<file path="src/rtl/eth_tx_scheduler.sv">
// Round-robin scheduler sharing one Ethernet/IP/UDP TX header builder among N_REQ sources.
// Latches a stable header-field set per frame, runs a done watchdog and enforces an inter-frame gap.
module eth_tx_scheduler #(
  parameter int unsigned      N_REQ          = 3,
  parameter logic [N_REQ-1:0] PEER_MASK      = 3'b110,
  parameter int unsigned      IFG_CYCLES     = 12,
  parameter int unsigned      TIMEOUT_CYCLES = 4096
) (
  input  logic             clock,
  input  logic             aclr,
  input  logic [N_REQ-1:0] req,
  output logic [N_REQ-1:0] grant,
  input  logic [47:0]      BOARD_MAC,
  input  logic [31:0]      BOARD_IP,
  input  logic [15:0]      BOARD_PORT,
  input  logic [47:0]      PC_MAC,
  input  logic [31:0]      PC_IP,
  input  logic [15:0]      PC_PORT,
  output logic [47:0]      hdr_src_mac,
  output logic [31:0]      hdr_src_ip,
  output logic [15:0]      hdr_src_port,
  output logic [47:0]      hdr_dst_mac,
  output logic [31:0]      hdr_dst_ip,
  output logic [15:0]      hdr_dst_port,
  output logic [2:0]       hdr_sel,
  output logic             tx_start,
  input  logic             tx_done,
  output logic             busy,
  output logic             timeout_err,
  output logic [N_REQ-1:0] dropped
);

  localparam int unsigned PtrW   = $clog2(N_REQ);
  localparam int unsigned CntMax = (TIMEOUT_CYCLES > IFG_CYCLES) ? TIMEOUT_CYCLES : IFG_CYCLES;
  localparam int unsigned CntW   = $clog2(CntMax + 1);
  localparam logic [CntW-1:0] TimeoutLast = CntW'(TIMEOUT_CYCLES - 1);
  localparam logic [CntW-1:0] GapLast     = CntW'(IFG_CYCLES - 1);
  localparam logic [PtrW-1:0] PtrLast     = PtrW'(N_REQ - 1);

  typedef enum logic [2:0] {StIdle, StLatch, StStart, StWaitDone, StGap} state_e;

  state_e            state_q, state_d;
  logic [PtrW-1:0]   rr_q, rr_d;
  logic [CntW-1:0]   cnt_q, cnt_d;
  logic [PtrW-1:0]   sel_q;
  logic              peer_ok;
  logic [N_REQ-1:0]  eligible;
  logic              win_found;
  logic [PtrW-1:0]   win_idx;

  function automatic logic [PtrW-1:0] wrap_add(logic [PtrW-1:0] base, int unsigned off);
    int unsigned s;
    s = int'(unsigned'(base)) + off;
    if (s >= N_REQ) s = s - N_REQ;
    return PtrW'(s);
  endfunction

  assign peer_ok  = (PC_MAC != '1) && (PC_IP != '1) && (PC_PORT != '1);
  assign eligible = req & (~PEER_MASK | {N_REQ{peer_ok}});
  assign hdr_sel  = 3'(sel_q);

  // First eligible source at or after the round-robin pointer.
  always_comb begin
    logic [PtrW-1:0] idx;
    win_found = 1'b0;
    win_idx   = '0;
    idx       = '0;
    for (int k = 0; k < N_REQ; k++) begin
      idx = wrap_add(rr_q, unsigned'(k));
      if (!win_found && eligible[idx]) begin
        win_found = 1'b1;
        win_idx   = idx;
      end
    end
  end

  always_ff @(posedge clock) begin
    if (aclr) begin
      state_q <= StIdle;
      rr_q    <= '0;
      cnt_q   <= '0;
    end else begin
      state_q <= state_d;
      rr_q    <= rr_d;
      cnt_q   <= cnt_d;
    end
  end

  always_comb begin
    state_d = state_q;
    rr_d    = rr_q;
    cnt_d   = cnt_q;
    unique case (state_q)
      StIdle: begin
        if (win_found) begin
          state_d = StLatch;
          rr_d    = (win_idx == PtrLast) ? '0 : win_idx + 1'b1;
        end
      end
      StLatch: state_d = StStart;
      StStart: begin
        state_d = StWaitDone;
        cnt_d   = '0;
      end
      StWaitDone: begin
        // tx_done takes priority over a coinciding watchdog expiry.
        if (tx_done || (cnt_q == TimeoutLast)) begin
          state_d = StGap;
          cnt_d   = '0;
        end else begin
          cnt_d = cnt_q + 1'b1;
        end
      end
      StGap: begin
        if (cnt_q == GapLast) begin
          state_d = StIdle;
          cnt_d   = '0;
        end else begin
          cnt_d = cnt_q + 1'b1;
        end
      end
      default: state_d = StIdle;
    endcase
  end

  always_comb begin
    grant       = '0;
    dropped     = '0;
    tx_start    = 1'b0;
    timeout_err = 1'b0;
    busy        = (state_q != StIdle);
    if (!aclr) begin
      unique case (state_q)
        StIdle: begin
          grant   = win_found ? (N_REQ'(1) << win_idx) : '0;
          dropped = req & PEER_MASK & {N_REQ{~peer_ok}};
        end
        StStart:    tx_start    = 1'b1;
        StWaitDone: timeout_err = ~tx_done & (cnt_q == TimeoutLast);
        default: ;
      endcase
    end
  end

  // Header fields stay frozen between LATCH states.
  always_ff @(posedge clock) begin
    if (aclr) begin
      sel_q        <= '0;
      hdr_src_mac  <= '0;
      hdr_src_ip   <= '0;
      hdr_src_port <= '0;
      hdr_dst_mac  <= '0;
      hdr_dst_ip   <= '0;
      hdr_dst_port <= '0;
    end else begin
      if (state_q == StIdle && win_found) sel_q <= win_idx;
      if (state_q == StLatch) begin
        hdr_src_mac  <= BOARD_MAC;
        hdr_src_ip   <= BOARD_IP;
        hdr_src_port <= BOARD_PORT;
        if (PEER_MASK[sel_q]) begin
          hdr_dst_mac  <= PC_MAC;
          hdr_dst_ip   <= PC_IP;
          hdr_dst_port <= PC_PORT;
        end else begin
          hdr_dst_mac  <= '1;
          hdr_dst_ip   <= 32'hFFFF_FFFF;
          hdr_dst_port <= BOARD_PORT;
        end
      end
    end
  end

endmodule
</file>
<file path="config.mk">
export PLATFORM = sky130hd
export DESIGN_NAME = eth_tx_scheduler
export DESIGN_NICKNAME = d
export VERILOG_FILES = /design/src/rtl/eth_tx_scheduler.sv
export SDC_FILE = /design/constraint.sdc
export NUM_CORES = 1
export LEC_CHECK = 0
export CAP_MARGIN = 20
export CORE_AREA = 4 4 154 156
export DETAILED_ROUTE_END_ITERATION = 8
export DIE_AREA = 0 0 158 160
export GPL_TIMING_DRIVEN = 0
export PLACE_DENSITY = 0.73
export SETUP_SLACK_MARGIN = 0.02
export SLEW_MARGIN = 20
export SYNTH_ARGS = -nofsm -noshare
export SYNTH_HDL_FRONTEND = slang
export SYNTH_SLANG_ARGS = --single-unit
export TNS_END_PERCENT = 100
</file>
<file path="constraint.sdc">
create_clock -name clock -period 3.48 [get_ports clock]
set_clock_uncertainty 0.15 [all_clocks]
set_input_delay 0.696 -clock clock [delete_from_list [all_inputs] [get_ports clock]]
set_output_delay 0.696 -clock clock [all_outputs]
set_load 0.1 [all_outputs]
</file>
== Yosys cells after proc, flatten, opt, wreduce, memory -nomap -nowiden ==
Cells that the tools add are included.

* $add $sub $neg: 7
* $lt $le $gt $ge: 7
* Equality and inequality tests: 13
* Shifts and indexed selects: 1
* Mux-type cells: 37
* Bitwise logic cells: 5
* Reduce and logical (&&, ||, !) cells: 13

{| class="wikitable"
|+ Operator list
! operator !! number
|-
| 48-bit two-way mux || 1
|-
| 48-bit != test, second input constant || 1
|-
| 13-bit case mux with 3 select lines || 1
|-
| 32-bit two-way mux || 1
|-
| 32-bit != test, second input constant || 1
|-
| 13-bit two-way mux || 2
|-
| 3-bit two-way mux || 8
|-
| 16-bit two-way mux || 1
|-
| 16-bit != test, second input constant || 1
|-
| 3-bit case mux with 5 select lines || 1
|-
| 2-bit two-way mux || 7
|-
| 13-bit by 1-bit adder with 13-bit output, second input constant || 1
|-
| 13-bit by 12-bit == test with 1-bit output, second input constant || 1
|-
| 13-bit by 4-bit == test with 1-bit output, second input constant || 1
|-
| 2-bit by 3-bit less-than comparator with 1-bit output, second input constant || 4
|-
| 1-bit two-way mux || 11
|-
| 1-bit binary-select mux with 2-bit select || 4
|-
| 3-bit AND || 2
|-
| 3-bit by 2-bit == test with 1-bit output, second input constant || 2
|-
| 3-bit by 2-bit >= comparator with 1-bit output, second input constant || 2
|-
| 2-bit != test, second input constant || 3
|-
| 3-bit nonzero test || 2
|-
| 2-bit subtractor, second input constant || 3
|-
| 1-bit logical AND || 5
|-
| 15 further kinds || 17
|}

* Register bits after elaboration: 212
* Input bits: 198
* Output and inout port bits: 204
* Word-level logic and storage cells: 93

== Depth between registers and ports, before layout ==
Gate-level depths: netlist (run 1).

* Depth after elaboration: 17
* Gate-level depth with buffers: 10
* Mapped depth without buffers: 8

== Worst setup path after synthesis (run 1) ==
OpenSTA, ideal clock, no wires.

* Kind: register to output
* Start: register cnt_q[1]
* End: output timeout_err
* Data arrival time: 4358 ps
* Data required time: 2634 ps
* Slack: -1724 ps
* Stages on the path, launching flop included: 6
* Path buffers: 0
* Cells stage by stage: dfxtp_1 > ha_1 > nand3_4 > nor4_4 > nand3_2 > nor4b_1

* Word-level cells in the longest chain between the ends: 4

{| class="wikitable"
|+ RTL lines
! element !! line !! text
|-
| from (decl) || 44 || <nowiki>logic [CntW-1:0] cnt_q, cnt_d;</nowiki>
|-
| from (signal assigned) || 85 || <nowiki>cnt_q <= cnt_d;</nowiki>
|-
| 13-bit by 12-bit == test with 1-bit output || 139 || <nowiki>StWaitDone: timeout_err = ~tx_done & (cnt_q == TimeoutLast);</nowiki>
|-
| 1-bit AND || 139 ||
|-
| 1-bit two-way mux || 133 || <nowiki>unique case (state_q)</nowiki>
|-
| 1-bit two-way mux || 132 || <nowiki>if (!aclr) begin</nowiki>
|-
| to (decl) || 29 || <nowiki>output logic timeout_err,</nowiki>
|}

No other way between the ends.

== Final worst setup path (run 1) ==
* Start: input PC_MAC[24]
* End: output grant[1]

* Word-level cells in the longest chain between the ends: 17
* Elaborated cells on any way between the ends: 24
* Those cells by class: eq/ne (1); shift (1); mux (15); bitwise (1); reduce/logical (6)

{| class="wikitable"
|+ RTL lines
! element !! line !! text
|-
| from (decl) || 16 || <nowiki>input logic [47:0] PC_MAC,</nowiki>
|-
| 48-bit != test (*) || 58 || <nowiki>assign peer_ok = (PC_MAC != '1) && (PC_IP != '1) && (PC_PORT != '1);</nowiki>
|-
| 1-bit logical AND (*) (2 in a row) || 58 ||
|-
| 3-bit AND (*) || 59 || <nowiki>assign eligible = req & (~PEER_MASK | {N_REQ{peer_ok}});</nowiki>
|-
| 1-bit binary-select mux with 2-bit select || 70 || <nowiki>if (!win_found && eligible[idx]) begin</nowiki>
|-
| 1-bit two-way mux (not written as such) || 70 ||
|-
| 1-bit two-way mux || 70 ||
|-
| 1-bit zero test || 70 ||
|-
| 1-bit logical AND || 70 ||
|-
| 1-bit two-way mux || 70 ||
|-
| 1-bit zero test || 70 ||
|-
| 1-bit logical AND || 70 ||
|-
| 2-bit two-way mux || 70 ||
|-
| 1-bit by 2-bit << shifter with 3-bit output || 135 || <nowiki>grant = win_found ? (N_REQ'(1) << win_idx) : '0;</nowiki>
|-
| 3-bit two-way mux (*) || 135 ||
|-
| 3-bit two-way mux (*) || 133 ||
|-
| 3-bit two-way mux (*) || 132 ||
|-
| to (decl) || 12 || <nowiki>output logic [N_REQ-1:0] grant,</nowiki>
|}

Every way passes the cells marked *; elsewhere a longest branch is shown, timed or not. The select of a mux whose other input is x is not followed.

==> summary.md, run 1 <==
| Metric | Value |
|---|---|
| Status | `finished, violations left` |
| Failing checks | `setup timing` |
| Core ar. | `22370 µm²` |
| Cell variety after synth | `50` |
| Worst-Skew Late Latency | `520 ps` |
| Most frequent cells in the layout | `294 x clkdlybuf4s50_1, 212 x dfxtp_1, 206 x nand2_1` |
| Post-DP Area | `12340 µm²` |
| Buffers added on ports | `399` |
| WL per Instance | `19.00 µm` |
| Comb power frac | `60.1%` |
| Sum of negative setup slack | `-3.350 ps` |
| Final Net Count | `1579` |
| DR vias/cell | `5.109` |
| Initial Util | `35.50%` |
| Tcrit/Tclk final | `100.1%` |
| Hpwl dp | `24490 µm` |
| CTS root buf | `clkbuf_16` |
| Number of flops mapped to enable cells by yosys | `0` |
| Syn Area/Cell | `8.401 µm²` |
| First-pass GRT wire length | `47080 µm` |
| Gate Count Post-Synth | `945` |
| Max_cap viols | `0` |
| CTS tree | `built` |
| Switching portion of total power | `55.33%` |
| Worst slew pin tran | `1052 ps` |
| Vias | `8598` |
| Worst r2r src | `state_q[0]` |
| Clock Sinks | `212` |
| Detailed Routing Iterations Pass 1 | `5` |
| Top_reg_cell synth | `dfxtp_1` |
| Max IR drop VDD | `0.7913 mV` |
| Int Power | `6749 µW` |
| All-Layer GR Usage | `23.58%` |
| Residual DRC count | `0` |
| Die area | `25280 µm²` |
| Leakage | `0.004904 µW` |
| Number of global-route vias before repair | `8164` |
| Rows | `55` |
| Critical path class | `in2out` |
| Min-Delay Path Class | `in2reg` |
| Commonest non-fill, non-tap cell in the layout | `clkdlybuf4s50_1` |
| Clock-pin slew on the worst setup and hold paths | `60 ps` |
| Inserted Clock Buffers | `25` |
| Slew HR | `29.68%` |
| Hold_sp | `PC_IP[10]` |
| CTS Buffer Depth | `3` |
| Crit path DAT | `2640 ps` |
| Final wirelength | `31970 µm` |
| Place WS | `-1761 ps` |
| Fraction of registers with async set/reset | `0%` |
| Synthesized cell area | `7939 µm²` |
| Final core utilization | `58.80%` |
| GR Overflow Total | `0` |
| GPL Wtd Cong | `0.8771` |
| Number of routed nets with antenna violations | `0` |
| IO Pins | `402` |
| Flop pwr share | `23.4%` |
| Initial DRC count | `518` |
| CP Launch Type | `input pin` |
| Layout cells sized above 1 | `10.83%` |
| H-Tree Depth | `1` |
| Final instance area | `13150 µm²` |
| Critical path capture point type | `output pin` |
| # setup viols final | `1` |
| Net switching power | `8361 µW` |
| Die Y | `160 µm` |
| Seq cells post-synth | `212` |
| Initial antenna violation count | `5` |
| Clock power frac | `16.5%` |
| Synth Warn # | `0` |
| Unrepaired setup endpoints after global routing | `yes` |
| CP Data Required Time | `2630 ps` |
| Sequential share of the synthesized area | `53.46%` |
| Tmin final | `3483 ps` |
| Max-slew violations | `0` |
| CP Max Fanout | `4` |
| Area delta synth->final | `65.64%` |
| Final Hold Vio Count | `0` |
| Power per cell area | `1149 nW/µm²` |
| Die W | `158 µm` |
| Fmax | `287.1 MHz` |
| Crit path launch | `PC_MAC[24]` |
| Setup ws final | `-3.350 ps` |
| Largest net degree at the start of global routing | `13` |
## repair_timing
action                                  in CTS  in global routing
endpoints found under the setup margin       7                  6
buffers inserted                             5                  2
pin swaps                                   24                 26
hold buffers                                 0                  0
resized for setup                          297                 54
## power by group through the flow
| stage | sequential (µW) | combinational [µW] | clock [µW] |
|---|---|---|---|
| after floorplan | 8340 | 1960 | 0 |
| after global placement | 3530 | 8980 | 0 |
| after detailed placement | 3560 | 9020 | 0 |
| after CTS | 3530 | 9080 | 2540 |
| after global routing | 3610 | 9450 | 2630 |
| final | 3530 | 9090 | 2490 |
## path summary, 6_finish.rpt
path | cells after the start | slack (ps) | to
setup / recovery | 10 | -3 | grant[1]
hold / removal | 3 | 260 | hdr_dst_ip[10]
setup reg to reg | 7 | 690 | hdr_dst_ip[13]
hold reg to reg | 2 | 300 | hdr_src_mac[32]
## per-layer routing
metal	part of all wire, %	track usage (%)	wire [µm]
met2	49	40.02	15820
met5	0.041	0	13
met4	2.8	7.018	899
met3	6.7	6.206	2155
met1	41	29.30	13080
## cells in the mapped netlist (all sizes together) (4+ instances only)
master / n / area share (%)
dfxtp: 212 / 53
nor2: 108 / 5.1
clkbuf: 59 / 2.8
a211oi: 17 / 1.6
o21ai: 9 / 0.71
nor4: 10 / 0.98
o22ai: 80 / 6.3
nand4: 24 / 1.9
a311oi: 11 / 1.2
nor3: 5 / 0.32
a21oi: 110 / 6.9
inv: 12 / 0.57
nand2: 208 / 9.9
mux2i: 16 / 2.0
o31ai: 4 / 0.38
nand3: 5 / 0.54
and3: 4 / 0.32
buf: 13 / 0.96
## metrics by stage
step           hold WS [ps]  total power, µW  cells
2_1_floorplan         307.8            10300    946
3_3_place_gp          290.3            12520   1630
3_5_place_dp          295.7            12580   1630
4_1_cts               254.1            15150   1677
5_1_grt               251.3            15690   1683
6_report              259.2            15110   1683
## worst max-delay path: stages
cell	delay (ps)
dlygate4sd2_1	260
nand4_1	170
nor4_4	70
nand3_2	120
buf_6	130
nand2_2	60
a211o_1	330
or4_4	540
inv_4	90
buf_12	170
## state kept, by name, indices dropped and copies added, names as in the netlist
signal and cells:
hdr_dst_mac 48, hdr_src_ip 32, hdr_dst_port 16, rr_q 2, hdr_src_mac 48, hdr_src_port 16, cnt_q 13, sel_q 2
hdr_dst_ip 32, state_q 3
## cell type report
class	instances	area, µm²
fillers	1983	9215
flip-flops and latches	212	4244
repair buffers	406	3859
multi-input cells	650	3562
clock buffers	33	695.7
well taps	285	356.6
plain buffers	71	296.5
clock inverters	10	78.83
inverters	12	47.55
diodes	4	10.01
## cell families after synthesis
kind of cell	synth area share, %
flops	53.46
mux	2.017
other cells	0.04724
buf+inv	4.318
simple gates	20.28
xor+xnor	0.3153
fa+ha+maj	0.4729
compound gates	19.09
No activity file was read; power rests on OpenSTA's default activity.
==> run 2, diff against run 1 <==
ABC_AREA = 1   (was unset)
CORE_AREA = 4 4 153 155   (was 4 4 154 156)
DIE_AREA = 0 0 157 159   (was 0 0 158 160)
PLACE_DENSITY = 0.76   (was 0.73)
==> run 2 against run 1 <==
The flow now finishes without violations. Flip-flop and latch count did not move. Register-to-register slack better by 20 ps. Sequential share of layout area is 1.5 points lower. Synthesized cell count rose by 25%. Fmax grew 1.8%. Non-clock buffer count grew 13. Critical path depth is 8 higher. First-iteration DRC count grew 19%. Utilization is 4.6 points higher. Cell count grew 14%. Via count grew 13%. Setup slack improved by 60 ps. Highest routed layer is now met4.
==> summary.md, run 2 <==
| Metric | Value |
|---|---|
| CTS Hold Bufs | `0` |
| DR vias/cell | `5.069` |
| Number of routed nets with antenna violations | `0` |
| Top cells by area, synth | `dfxtp_1 50%, nor2_1 14%, o21ai_0 11%` |
| Largest net degree at the start of global routing | `15` |
| Inserted Clock Buffers | `23` |
| Sum of negative setup slack | `0 ps` |
| Slew HR | `24.49%` |
| Top_reg_cell synth | `dfxtp_1` |
| Post-Synth Adder-Cell Area | `0.4411%` |
| IO Pins | `402` |
| Initial DRC count | `617` |
| Biggest regs | `hdr_dst_mac (48), hdr_src_mac (48)` |
| Min-Delay Path Class | `in2reg` |
| Initial antenna violation count | `3` |
| Unrepaired setup endpoints after global routing | `yes` |
| Buffers added on ports | `398` |
| GPL Wtd Cong | `0.8923` |
| Critical path capture point type | `output pin` |
| CP Max Fanout | `6` |
| Final Hold Vio Count | `0` |
| Initial Util | `38.99%` |
| H-Tree Depth | `1` |
| Die Y | `159 µm` |
| Syn Area/Cell | `7.211 µm²` |
| Crit path launch | `PC_IP[28]` |
| Layout filler cell count | `1874` |
| GR Overflow Total | `0` |
| Layout cells sized above 1 | `11.53%` |
| Residual DRC count | `0` |
| First-pass GRT wire length | `51900 µm` |
| CP Launch Type | `input pin` |
| CP Data Required Time | `2630 ps` |
| Simple-Gate Fraction of Synth Area | `29.35%` |
| CTS tree | `built` |
| FF+latch area | `4252 µm²` |
| Crit path DAT | `2580 ps` |
| Critical path class | `in2out` |
| Placed cells | `1859` |
| Final wirelength | `34090 µm` |
| Detailed Routing Iterations Pass 1 | `7` |
| Post-synthesis xor/xnor area fraction | `0.1029%` |
| Synth cell count leaders | `320 x nor2_1, 212 x dfxtp_1, 181 x o21ai_0` |
| Number of global-route vias before repair | `9469` |
| Vias | `9702` |
| Synth Warn # | `0` |
| Most frequent cells in the layout | `294 x nor2_1, 294 x clkdlybuf4s50_1, 210 x dfxtp_1` |
| Final core utilization | `63.40%` |
| Worst slew pin tran | `1129 ps` |
| Hpwl dp | `25640 µm` |
| Reg2Reg Depth | `6` |
| Status | `completed` |
| Fraction of registers with async set/reset | `0%` |
| Tmin final | `3423 ps` |
| Clock-pin slew on the worst setup and hold paths | `60 ps` |
| Final Net Count | `1818` |
| Gate Count Post-Synth | `1180` |
| Synth Area in Compound Gates | `14.04%` |
| Tcrit/Tclk final | `98.37%` |
| Place WS | `-1515 ps` |
| Cell variety after synth | `37` |
| Number of flops mapped to enable cells by yosys | `0` |
| Largest family of logic cells by synthesized area | `simple AND/OR/NAND/NOR gates` |
| Rows | `54` |
| CTS Buffer Depth | `3` |
| Non-Filler Instances | `1914` |
| Sequential share of the synthesized area | `49.88%` |
| Worst Setup EP | `grant[0]` |
| Area delta synth->final | `62.61%` |
| Worst r2r src | `state_q[2]` |
| Clock Sinks | `212` |
| Top cell type's share of synthesized area | `49.88%` |
| Most frequent cell after synthesis | `nor2_1` |
| Die area | `24960 µm²` |
| Max_cap viols | `0` |
| Worst-Skew Late Latency | `500 ps` |
| WL per Instance | `17.81 µm` |
| Max-slew violations | `0` |
| Fmax | `292.1 MHz` |
| Multi-input logic area | `4040 µm²` |
| CTS root buf | `clkbuf_16` |
| All-Layer GR Usage | `25.77%` |
| Yosys top cell by area | `dfxtp_1` |
| Mux share of post-synthesis cell area | `0%` |
| Setup ws final | `56.73 ps` |
| Seq cells post-synth | `212` |
| Die W | `157 µm` |
| Synthesized cell area | `8509 µm²` |
| # setup viols final | `0` |
| Endpoint of the worst register-to-register path | `hdr_dst_mac[6]` |
| Core ar. | `21820 µm²` |
| R2r setup slk | `710 ps` |
[run 2: changes by cell type after synthesis, sizes merged, moves of 16 or more]
cell	before	now
nor2	108	323
o21ai	9	184
a21oi	110	18
nor3	5	85
o22ai	80	1
nand2	208	145
inv	12	55
nand3	5	35
mux2i	16	0
[run 2: stage by stage]
stage	hold slack (ps)	instance area, µm²
2_1_floorplan	304.2	8538
3_3_place_gp	312.5	12870
3_5_place_dp	334.4	12870
4_1_cts	344.6	13730
5_1_grt	282.9	13840
6_report	278.7	13840
[run 2: timing repair]
action,in CTS,in global routing
buffers inserted,6,8
setup endpoints to repair,8,6
gates resized for setup,170,169
pin swaps,41,63
[run 2: area by class of cell]
class	instances	share of cell area [%]
Antenna cell	3	0.05425
Buffer	78	2.243
Clock buffer	29	4.612
Clock inverter	10	1.121
Inverter	56	1.546
Multi-Input combinational cell	834	29.20
Sequential cell	212	30.73
Tap cell	280	2.532
Timing Repair Buffer	412	27.97
[run 2: per-layer routing]
metal	track usage [%]	up-vias	wire length (µm)
met1	30.67	4497	13270
li1	-	4741	-
met3	7.257	71	3072
met4	8.126	0	1158
met2	44.69	393	16590
met5	0	-	0
[run 2: logic make-up (layout without fill, tap and decap cells)]
logic type / Yosys count / after routing
simple gates: 602 / 602
compound gates: 226 / 226
flops: 212 / 212
buf+inv: 135 / 585
fa+ha+maj: 3 / 3
other cells: 1 / 5
xor+xnor: 1 / 1
[run 2: how the worst min path moves through the flow]
stage / slack, ps / cells after the start / to / from
CTS: 340 / 2 / cnt_q[12] / cnt_q[12]
global placement: 310 / 2 / cnt_q[12] / cnt_q[12]
floorplan: 300 / 2 / cnt_q[12] / cnt_q[12]
detailed placement: 330 / 2 / rr_q[1] / rr_q[1]
global route: 280 / 3 / hdr_dst_ip[16] / PC_IP[16]
finish: 280 / 3 / hdr_dst_ip[29] / PC_IP[29]
[run 2: worst max-delay path, stage by stage]
cell	delay [ps]
clkdlybuf4s15_1	190
nand2_1	70
nor2_2	100
nand2_2	70
nor2_4	120
a21oi_4	70
buf_12	140
buf_6	110
nand4_1	70
nand2_1	80
nand2_2	110
inv_2	50
nand4_1	100
nand3_2	110
nor2_2	110
nand3_2	100
inv_2	100
buf_12	170
Power of run 2 is not shown: default switching activity piles up to over one toggle a cycle in this logic, so the estimate is an artifact.
